===== src/rtl/lsu_mem_pkg.sv =====
// Shared types and helpers for the LSU data-memory responder.
package lsu_mem_pkg;

  localparam int unsigned WORD_W = 32;
  localparam int unsigned BE_W   = 4;

  typedef enum logic [1:0] {
    IDLE = 2'd0,
    WAIT = 2'd1,
    RESP = 2'd2
  } resp_state_e;

  // Merge a store into an existing word: enabled bytes take wdata, others keep old.
  function automatic logic [WORD_W-1:0] be_merge(
    input logic [WORD_W-1:0] old_word,
    input logic [WORD_W-1:0] wdata,
    input logic [BE_W-1:0]   be
  );
    logic [WORD_W-1:0] merged;
    merged = old_word;
    for (int unsigned b = 0; b < BE_W; b++) begin
      if (be[b]) merged[8*b +: 8] = wdata[8*b +: 8];
    end
    return merged;
  endfunction

endpackage


===== src/rtl/lsu_mem_array.sv =====
// Word-addressed register file with byte-enable write, async read and a flattened dump.
module lsu_mem_array
  import lsu_mem_pkg::*;
#(
  parameter int unsigned NUM_WORDS = 32,
  parameter int unsigned AW        = $clog2(NUM_WORDS)
) (
  input  logic                        clk_i,
  input  logic                        rst_ni,
  input  logic                        we_i,
  input  logic [AW-1:0]               waddr_i,
  input  logic [WORD_W-1:0]           wdata_i,
  input  logic [BE_W-1:0]             be_i,
  input  logic [AW-1:0]               raddr_i,
  output logic [WORD_W-1:0]           rdata_o,
  output logic [WORD_W*NUM_WORDS-1:0] mem_o
);

  logic [WORD_W-1:0] mem_q [NUM_WORDS];
  logic [WORD_W-1:0] mem_d [NUM_WORDS];

  // Next memory image: only the addressed word changes on a write.
  always_comb begin
    mem_d = mem_q;
    if (we_i) mem_d[waddr_i] = be_merge(mem_q[waddr_i], wdata_i, be_i);
  end

  // Storage registers, cleared by reset.
  always_ff @(posedge clk_i or negedge rst_ni) begin
    if (!rst_ni) begin
      for (int unsigned i = 0; i < NUM_WORDS; i++) mem_q[i] <= '0;
    end else begin
      mem_q <= mem_d;
    end
  end

  assign rdata_o = mem_q[raddr_i];

  for (genvar g = 0; g < NUM_WORDS; g++) begin : g_dump
    assign mem_o[WORD_W*g +: WORD_W] = mem_q[g];
  end

endmodule


===== src/rtl/lsu_mem_responder.sv =====
// LSU data-memory responder: single outstanding request, programmable latency,
// stallable countdown, byte-enable stores and a range-checked backing store.
module lsu_mem_responder
  import lsu_mem_pkg::*;
#(
  parameter int unsigned NUM_WORDS = 32,
  parameter int unsigned LOAD_LAT  = 1,
  parameter int unsigned STORE_LAT = 1,
  parameter int unsigned LAT_W     = 4
) (
  input  logic                        clk_i,
  input  logic                        rst_ni,
  input  logic                        req_valid_i,
  output logic                        req_ready_o,
  input  logic                        req_we_i,
  input  logic [31:0]                 req_addr_i,
  input  logic [31:0]                 req_wdata_i,
  input  logic [3:0]                  req_be_i,
  input  logic                        stall_i,
  output logic                        load_mem_resp_o,
  output logic                        store_mem_resp_o,
  output logic [31:0]                 rdata_o,
  output logic                        err_o,
  output logic [32*NUM_WORDS-1:0]     mem_o
);

  localparam int unsigned AW = $clog2(NUM_WORDS);
  localparam logic [LAT_W-1:0] LOAD_CNT  = LAT_W'(LOAD_LAT);
  localparam logic [LAT_W-1:0] STORE_CNT = LAT_W'(STORE_LAT);

  resp_state_e       state_q, state_d;
  logic [LAT_W-1:0]  cnt_q, cnt_d;
  logic              we_q, we_d;
  logic [31:0]       addr_q, addr_d;
  logic [31:0]       wdata_q, wdata_d;
  logic [3:0]        be_q, be_d;

  logic              in_range;
  logic [AW-1:0]     word_idx;
  logic              mem_we;
  logic [31:0]       arr_rdata;
  logic              addr_lo_unused;

  // Byte offset within a word carries no meaning here.
  assign addr_lo_unused = ^addr_q[1:0];
  assign in_range = (addr_q[31:AW+2] == '0);
  assign word_idx = addr_q[AW+1:2];

  // Next-state, request latch, countdown and response outputs.
  always_comb begin
    state_d          = state_q;
    cnt_d            = cnt_q;
    we_d             = we_q;
    addr_d           = addr_q;
    wdata_d          = wdata_q;
    be_d             = be_q;
    req_ready_o      = 1'b0;
    load_mem_resp_o  = 1'b0;
    store_mem_resp_o = 1'b0;
    rdata_o          = '0;
    err_o            = 1'b0;
    mem_we           = 1'b0;
    unique case (state_q)
      IDLE: begin
        req_ready_o = 1'b1;
        if (req_valid_i) begin
          we_d    = req_we_i;
          addr_d  = req_addr_i;
          wdata_d = req_wdata_i;
          be_d    = req_be_i;
          if (req_we_i) begin
            cnt_d   = STORE_CNT;
            state_d = (STORE_LAT == 0) ? RESP : WAIT;
          end else begin
            cnt_d   = LOAD_CNT;
            state_d = (LOAD_LAT == 0) ? RESP : WAIT;
          end
        end
      end
      WAIT: begin
        if (!stall_i) begin
          cnt_d = cnt_q - LAT_W'(1);
          if (cnt_q == LAT_W'(1)) state_d = RESP;
        end
      end
      RESP: begin
        store_mem_resp_o = we_q;
        load_mem_resp_o  = !we_q;
        err_o            = !in_range;
        rdata_o          = (!we_q && in_range) ? arr_rdata : '0;
        mem_we           = we_q && in_range;
        state_d          = IDLE;
      end
      default: state_d = IDLE;
    endcase
  end

  // State and latched request registers.
  always_ff @(posedge clk_i or negedge rst_ni) begin
    if (!rst_ni) begin
      state_q <= IDLE;
      cnt_q   <= '0;
      we_q    <= 1'b0;
      addr_q  <= '0;
      wdata_q <= '0;
      be_q    <= '0;
    end else begin
      state_q <= state_d;
      cnt_q   <= cnt_d;
      we_q    <= we_d;
      addr_q  <= addr_d;
      wdata_q <= wdata_d;
      be_q    <= be_d;
    end
  end

  lsu_mem_array #(
    .NUM_WORDS (NUM_WORDS),
    .AW        (AW)
  ) u_array (
    .clk_i   (clk_i),
    .rst_ni  (rst_ni),
    .we_i    (mem_we),
    .waddr_i (word_idx),
    .wdata_i (wdata_q),
    .be_i    (be_q),
    .raddr_i (word_idx),
    .rdata_o (arr_rdata),
    .mem_o   (mem_o)
  );

endmodule


===== config.mk =====
export PLATFORM = sky130hd
export DESIGN_NAME = lsu_mem_responder
export DESIGN_NICKNAME = d
export VERILOG_FILES = /design/src/rtl/lsu_mem_pkg.sv /design/src/rtl/lsu_mem_array.sv /design/src/rtl/lsu_mem_responder.sv
export SDC_FILE = /design/constraint.sdc
export NUM_CORES = 1
export LEC_CHECK = 0
export BUFFER_PORTS_ARGS = -buffer_cell sky130_fd_sc_hd__buf_2
export CAP_MARGIN = 0
export CORE_AREA = 2 2 443 445
export CTS_BUF_LIST = sky130_fd_sc_hd__clkbuf_8
export CTS_CLUSTER_DIAMETER = 100
export DETAILED_ROUTE_END_ITERATION = 10
export DIE_AREA = 0 0 445 447
export GPL_ROUTABILITY_DRIVEN = 0
export PLACE_DENSITY = 0.52
export SLEW_MARGIN = 20
export SYNTH_ARGS = -nofsm -noshare
export SYNTH_HDL_FRONTEND = slang
export SYNTH_SLANG_ARGS = --single-unit

===== constraint.sdc =====
create_clock -name clk_i -period 7.69 [get_ports clk_i]
set_input_delay 0.3845 -clock clk_i [delete_from_list [all_inputs] [get_ports clk_i]]
set_output_delay 0.3845 -clock clk_i [all_outputs]
set_load 0.005 [all_outputs]

==> flow_summary_export.csv, run 1 <==
group,metric,value,unit
die,die_y,447,um
logic_synthesis,synth_area_leaders,"dfrtp_1 55%, mux2_2 24%, mux2i_1 10%, o22ai_1 3.2%, buf_2 2.2%",
sta,fmaxAchievable,187.5,MHz
finish,area_growth,27.57,%
detailed_routing,drt-pass1-iter-count,5,
sta,hold_violations,0,
finish,final_common_cell,"buf_2",
detailed_routing,wl_per_cell,36.06,um
sta,rsz0062_at_grt,"no",
die,rows,162,
sta,slew_viol_final,0,
detailed_routing,drcViolationCount,0,
logic_synthesis,synth_top_area_cell,"dfrtp_1",
grt,grt_pass1_vias,39020,
grt,grt_antenna_before_repair,17,
logic_synthesis,synth_top_area_share,55.08,%
die,io_pins,1133,
setup_path,cp_max_fo,101,
cts,cts_max_path_buffers,3,
place,io_buffers,1130,
finish,utilization,32.74,%
logic_synthesis,synth-seq-cells,1097,
logic_synthesis,synthCells,3557,
logic_synthesis,ys_warn_count,0,
sta,slew_headroom,16.10,%
finish,drive_above_1_share,55.10,%
cts,cts_buffers,201,
setup_path,crit_path_top_delay_cell,"dfrtp_4",
detailed_routing,dr_total_vias,38280,
detailed_routing,detail_route.iter0.violations,2997,
pwr,power_leakage,33.51,nW
cts,clk_pin_slew,60,ps
logic_synthesis,netlist_area,49840,um2
grt,grt_max_degree,147,
detailed_routing,vias_per_cell,5.121,
sta,tns,0,ps
setup_path,cp_slowest_stage_delay,1080,ps
logic_synthesis,yosysSeqAreaShare,55.08,%
setup_path,cpLargestDelayFamily,"flip-flops",
pwr,peakVddDrop,0.2230,mV
pwr,pwr-share-seq,38.1,%
outcome,status,"finished clean",
setup_path,path_class,"flop to primary output",
setup_path,crit_path_start_kind,"flop",
pwr,p_sw_share,36.61,%
setup_path,crit_buf_inv,2,
sta,setup_viol,0,
grt,grt_pass1_wl,355.1,mm
logic_synthesis,synth_cell_type_count,45,
pwr,p_sw,5.939,mW
die,coreArea,194200,um2
cts,postCtsHoldBufs,73,
detailed_routing,final_antenna_net_count,0,
sta,finalCritPeriodShare,69.36,%
setup_path,path_cells,"buf_12, mux2i_1, o22ai_1, nor4_1, a21oi_1, buf_2",
setup_path,worstSetupEndpointType,"primary output",
place,numPlacedInstances,7015,
pwr,power.density,255.2,nW/um2
finish,final_cell_mix,"1129 x buf_2, 1096 x dfrtp_1, 1069 x mux2_2",
grt,grt_overflow,0,
finish,nFillCells,19720,
place,dp_hpwl,185.0,mm
logic_synthesis,syn_area_per_cell,14.01,um2
sta,final.min_clock_period,5333,ps
sta,worst_pin_slew,1247,ps
pwr,internal_power,10.28,mW
die,die_width,445,um
min_path,hold_path_class,"primary input to flop",
cts,clock_sinks,1097,
cts,cts_tree,"yes",
pwr,p_comb_share,26.0,%
job,cap_violations,0,
finish,layout.nets,4825,
pwr,p_total,16.22,mW
cts,root_buffer,"clkbuf_8",
die,start_util,25.66,%
cts,cts_setup_buffers,0,
detailed_routing,routed_wl,269.5,mm
grt,grtUsageTotal,26.24,%
setup_path,arrival,4950,ps
die,die_area,198900,um2
setup_path,cp.required,7310,ps
cts,clk_latency,990,ps
pwr,clockPowerShare,35.9,%
cts,cts-resized-gates,0,
finish,layoutNonFillerInstCount,7474,
sta,fin_worst_skew,73.92,ps
cts,htree_levels,4,
logic_synthesis,syn-num-nets,3632,
==> registers in the layout (all words and copies together) (netlist names) <==
| name | cells |
|---|---|
| wdata_q | 32 |
| u_array.mem_o | 1024 |
| we_q | 1 |
| be_q | 4 |
| addr_q | 30 |
| cnt_q | 4 |
| state_q | 2 |
==> path summary, 6_finish.rpt <==
| kind | slack [ps] | cells past startpoint | endpoint | start |
|---|---|---|---|---|
| worst min register to register | 510 | 1 | addr_q[19] | addr_q[19] |
| max in group asynchronous | 5180 | 5 | u_array.mem_o[697] | rst_ni |
| worst max-delay path | 2360 | 6 | rdata_o[20] | addr_q[3] |
| worst max register to register | 3070 | 5 | u_array.mem_o[492] | addr_q[3] |
| worst min-delay path | 180 | 4 | be_q[2] | req_be_i[2] |
| min in group asynchronous | 530 | 3 | u_array.mem_o[820] | rst_ni |
==> layer usage <==
layer / routed length [um] / GRT usage (%) / vias up
li1: - / - / 15590
met1: 103500 / 30.75 / 20420
met2: 130300 / 43.82 / 1752
met3: 21010 / 7.504 / 508
met4: 14640 / 13.12 / 2
met5: 13 / 0 / -
==> tightest hold or removal path: cells and delay by family <==
kind                   cells  cell delay [ps]
and+or+nand+nor            1               40
buffers and inverters      2              630
AOI/OAI and AO/OA          1               60
==> cell type report <==
type	instances	area, um2	share of cell area [%]
clock buffer	258	3551	5.585
multi-input combinational	2122	21280	33.47
sequential	1097	27460	43.18
clock inverter	106	604.3	0.9506
inverter	6	22.52	0.03542
tap	2542	3181	5.003
timing repair buffer	1322	7432	11.69
antenna	21	52.55	0.08266
==> power groups by stage <==
stage               registers, mW  logic [mW]  clock network (mW)
floorplan                    6.16        2.53                   0
global placement             6.27        4.11                   0
detailed placement           6.28        4.14                   0
CTS                          6.18        4.18                5.93
global route                 6.20        4.36                6.21
finish                       6.18        4.22                5.82
==> cells in the mapped netlist, drive strengths merged <==
master   number
a21oi        33
a22o          1
a31oi        33
and2          1
and3          3
and3b         2
and4          1
buf         257
clkbuf       75
clkinv        4
dfrtp      1097
ha            2
inv           2
mux2       1087
mux2i       512
nand2         9
nand2b        1
nand3         1
nand3b        3
nand4         3
nand4b        6
nand4bb       6
nor2         71
nor2b         2
nor3          4
nor4         68
o21ai         4
o21bai        1
o22ai       256
o31ai         1
or3           1
or3b          2
or4           2
or4b          4
xor2          2
==> logic make-up after synthesis <==
family          share of synthesized area [%]
buf+inv                                 3.382
compound gates                          4.298
flops                                   55.08
xor+xnor                              0.03516
simple gates                            2.305
mux                                     34.85
fa+ha+maj                             0.05021
==> per-stage QoR <==
step	setup slack [ps]	instance area [um2]	hold slack [ps]
global route	2268	63540	108.9
finish	2357	63580	178.0
detailed placement	2881	58600	477.4
global placement	2870	58570	470.0
CTS	2318	63500	54.10
floorplan	5244	49840	88.91
No activity file was read; power rests on OpenSTA's default activity.
==> inputs of run 2 (changes only) <==
--- a/config.mk
+++ b/config.mk
@@ -13,7 +13,7 @@
 export DETAILED_ROUTE_END_ITERATION = 10
 export DIE_AREA = 0 0 445 447
 export GPL_ROUTABILITY_DRIVEN = 0
-export PLACE_DENSITY = 0.52
+export PLACE_DENSITY = 0.53
 export SLEW_MARGIN = 20
 export SYNTH_ARGS = -nofsm -noshare
 export SYNTH_HDL_FRONTEND = slang
==> constraint.sdc (replaced) <==
create_clock -name clk_i -period 4.4 [get_ports clk_i]
set_input_delay 0.22 -clock clk_i [delete_from_list [all_inputs] [get_ports clk_i]]
set_output_delay 0.22 -clock clk_i [all_outputs]
set_load 0.005 [all_outputs]
==> run 2 against run 1 <==
Against the previous run:
- clock skew decreased by 4.2 ps
- critical path depth increased by 1
- global-route usage increased by 0.26 points
- sequential cell count unchanged
- sequential share of layout area decreased by 1.2 points
- largest cell class unchanged
- clock power increased by 69%
- count of clock-buffer cells in the layout decreased by 17
- register-to-register slack got worse by 2400 ps
- via count increased by 3.2%
- hold slack got worse by 83 ps
- critical endpoint is now rdata_o[18]
- cell count increased by 2.1%
==> flow_summary_export.csv, run 2 (synthesis results as in run 1) <==
group,metric,value,unit
cts,htree_levels,4,
place,post-place-ws,425.9,ps
pwr,internal_power,18.34,mW
finish,largest_reg_flops,1024,
setup_path,arrival,4140,ps
sta,fmaxAchievable,229.5,MHz
sta,fin_worst_skew,69.73,ps
sta,setup_ws,41.75,ps
die,die_width,445,um
grt,grtUsageTotal,26.50,%
pwr,p_sw_share,36.14,%
cts,cts_max_path_buffers,3,
sta,rsz0062_at_grt,"no",
cts,clock_sinks,1097,
pwr,p_total,28.71,mW
sta,setup_viol,0,
grt,grt_pass1_wl,358.6,mm
die,coreArea,194200,um2
min_path,hold_path_class,"primary input to async pin",
cts,cts_buffers,197,
detailed_routing,drcViolationCount,0,
detailed_routing,routed_wl,273.0,mm
sta,hold_violations,0,
sta,tns,0,ps
pwr,peakVddDrop,0.2440,mV
cts,clk_pin_slew,70,ps
finish,utilization,33.69,%
grt,grt_overflow,0,
grt,grt_max_degree,110,
sta,finalCritPeriodShare,99.05,%
sta,final.min_clock_period,4358,ps
grt,grt_antenna_before_repair,28,
setup_path,path_class,"flop to primary output",
die,start_util,25.66,%
die,die_area,198900,um2
place,placed_area,59730,um2
pwr,p_sw,10.37,mW
pwr,clockPowerShare,34.2,%
detailed_routing,detail_route.iter0.violations,3708,
detailed_routing,drt-pass1-iter-count,6,
setup_path,crit_path_start_kind,"flop",
pwr,power.density,438.8,nW/um2
setup_path,worstSetupEndpointType,"primary output",
cts,root_buffer,"clkbuf_8",
detailed_routing,dr_total_vias,39500,
sta,slew_headroom,22.84,%
pwr,p_comb_share,28.2,%
detailed_routing,wl_per_cell,35.76,um
detailed_routing,final_antenna_net_count,0,
finish,drive_above_1_share,54.87,%
setup_path,cp.required,4180,ps
die,io_pins,1133,
setup_path,cp_max_fo,14,
setup_path,rr_worst_depth,6,
finish,layout.nets,5013,
finish,area_growth,31.29,%
die,die_y,447,um
detailed_routing,vias_per_cell,5.175,
finish,post-route-cell-area,65430,um2
die,rows,162,
pwr,power_leakage,34.45,nW
cts,clk_latency,980,ps
finish,final_common_cell,"buf_2",
pwr,pwr-share-seq,37.6,%
finish,regArea,27460,um2
finish,multi_input_area,21190,um2
place,io_buffers,1130,
sta,slew_viol_final,0,
place,dp_hpwl,192.6,mm
finish,nFillCells,19610,
job,cap_violations,0,
sta,worst_pin_slew,1154,ps
finish,final_cell_mix,"1129 x buf_2, 1095 x dfrtp_1, 1069 x mux2_2",
cts,cts_tree,"yes",
grt,grt_pass1_vias,39580,
outcome,status,"finished clean",
[run 2: cell types whose count changed in the layout (fill, tap and decap cells not counted), sizes merged]
cell | previous run | this run
buf | 1250 | 1350
bufinv | 2 | 4
clkbuf | 258 | 241
diode | 21 | 12
inv | 78 | 75
dlygate4sd3 | 72 | 164
clkinvlp | 9 | 8
clkinv | 23 | 18
[run 2: critical path, cell delays in order, from the launching register on]
cell and delay (ps):
dfrtp_1 600, buf_4 260, or4b_4 680, buf_12 250
o22ai_1 300, nor4_1 150, a21oi_1 610, buf_2 260
[run 2: final cells by class]
cell class,instances,area share (%)
tap,2542,4.861
timing repair buffer,1514,14.73
antenna,12,0.04590
inverter,6,0.03442
sequential,1097,41.96
multi-input combinational,2122,32.39
clock buffer,241,5.070
clock inverter,99,0.9064
[run 2: layer usage]
layer  global-route usage (%)  vias to the layer above  part of all wire, %
met1                    32.05                    20890                   39
met4                    13.21                        8                  5.3
li1                         -                    15930                    -
met5                        0                        -                0.022
met3                    7.239                      590                  8.1
met2                    43.33                     2083                   48
[run 2: repair_timing]
item / CTS / global route
pin swaps: 0 / 0
setup endpoints to repair: 9 / 3
resized for setup: 4 / 3
hold endpoints to repair: 718 / 0
hold buffers: 165 / 0
setup buffers: 3 / 0
[run 2: worst paths after layout]
check                                start            endpoint  slack (ps)
max                              addr_q[6]         rdata_o[18]          40
min                                 rst_ni  u_array.mem_o[246]          90
max reg2reg                     addr_q[19]  u_array.mem_o[938]         660
min reg2reg                    wdata_q[25]         wdata_q[25]         510
max in group asynchronous           rst_ni  u_array.mem_o[866]        3420
min in group clk_i         req_wdata_i[19]         wdata_q[19]         150
[run 2: power groups by stage]
stage	sequential (mW)	combinational, mW	clock [mW]
after floorplan	10.8	4.42	0
after global placement	10.9	7.54	0
after detailed placement	10.9	7.58	0
after CTS	10.8	7.95	10.0
after global routing	10.8	8.35	10.4
final	10.8	8.10	9.83
[run 2: per-stage QoR]
stage	hold WS (ps)	cells
floorplan	-75.59	3557
global placement	302.1	7112
detailed placement	310.8	7112
CTS	0.3081	7620
global route	64.56	7626
finish	94.64	7633
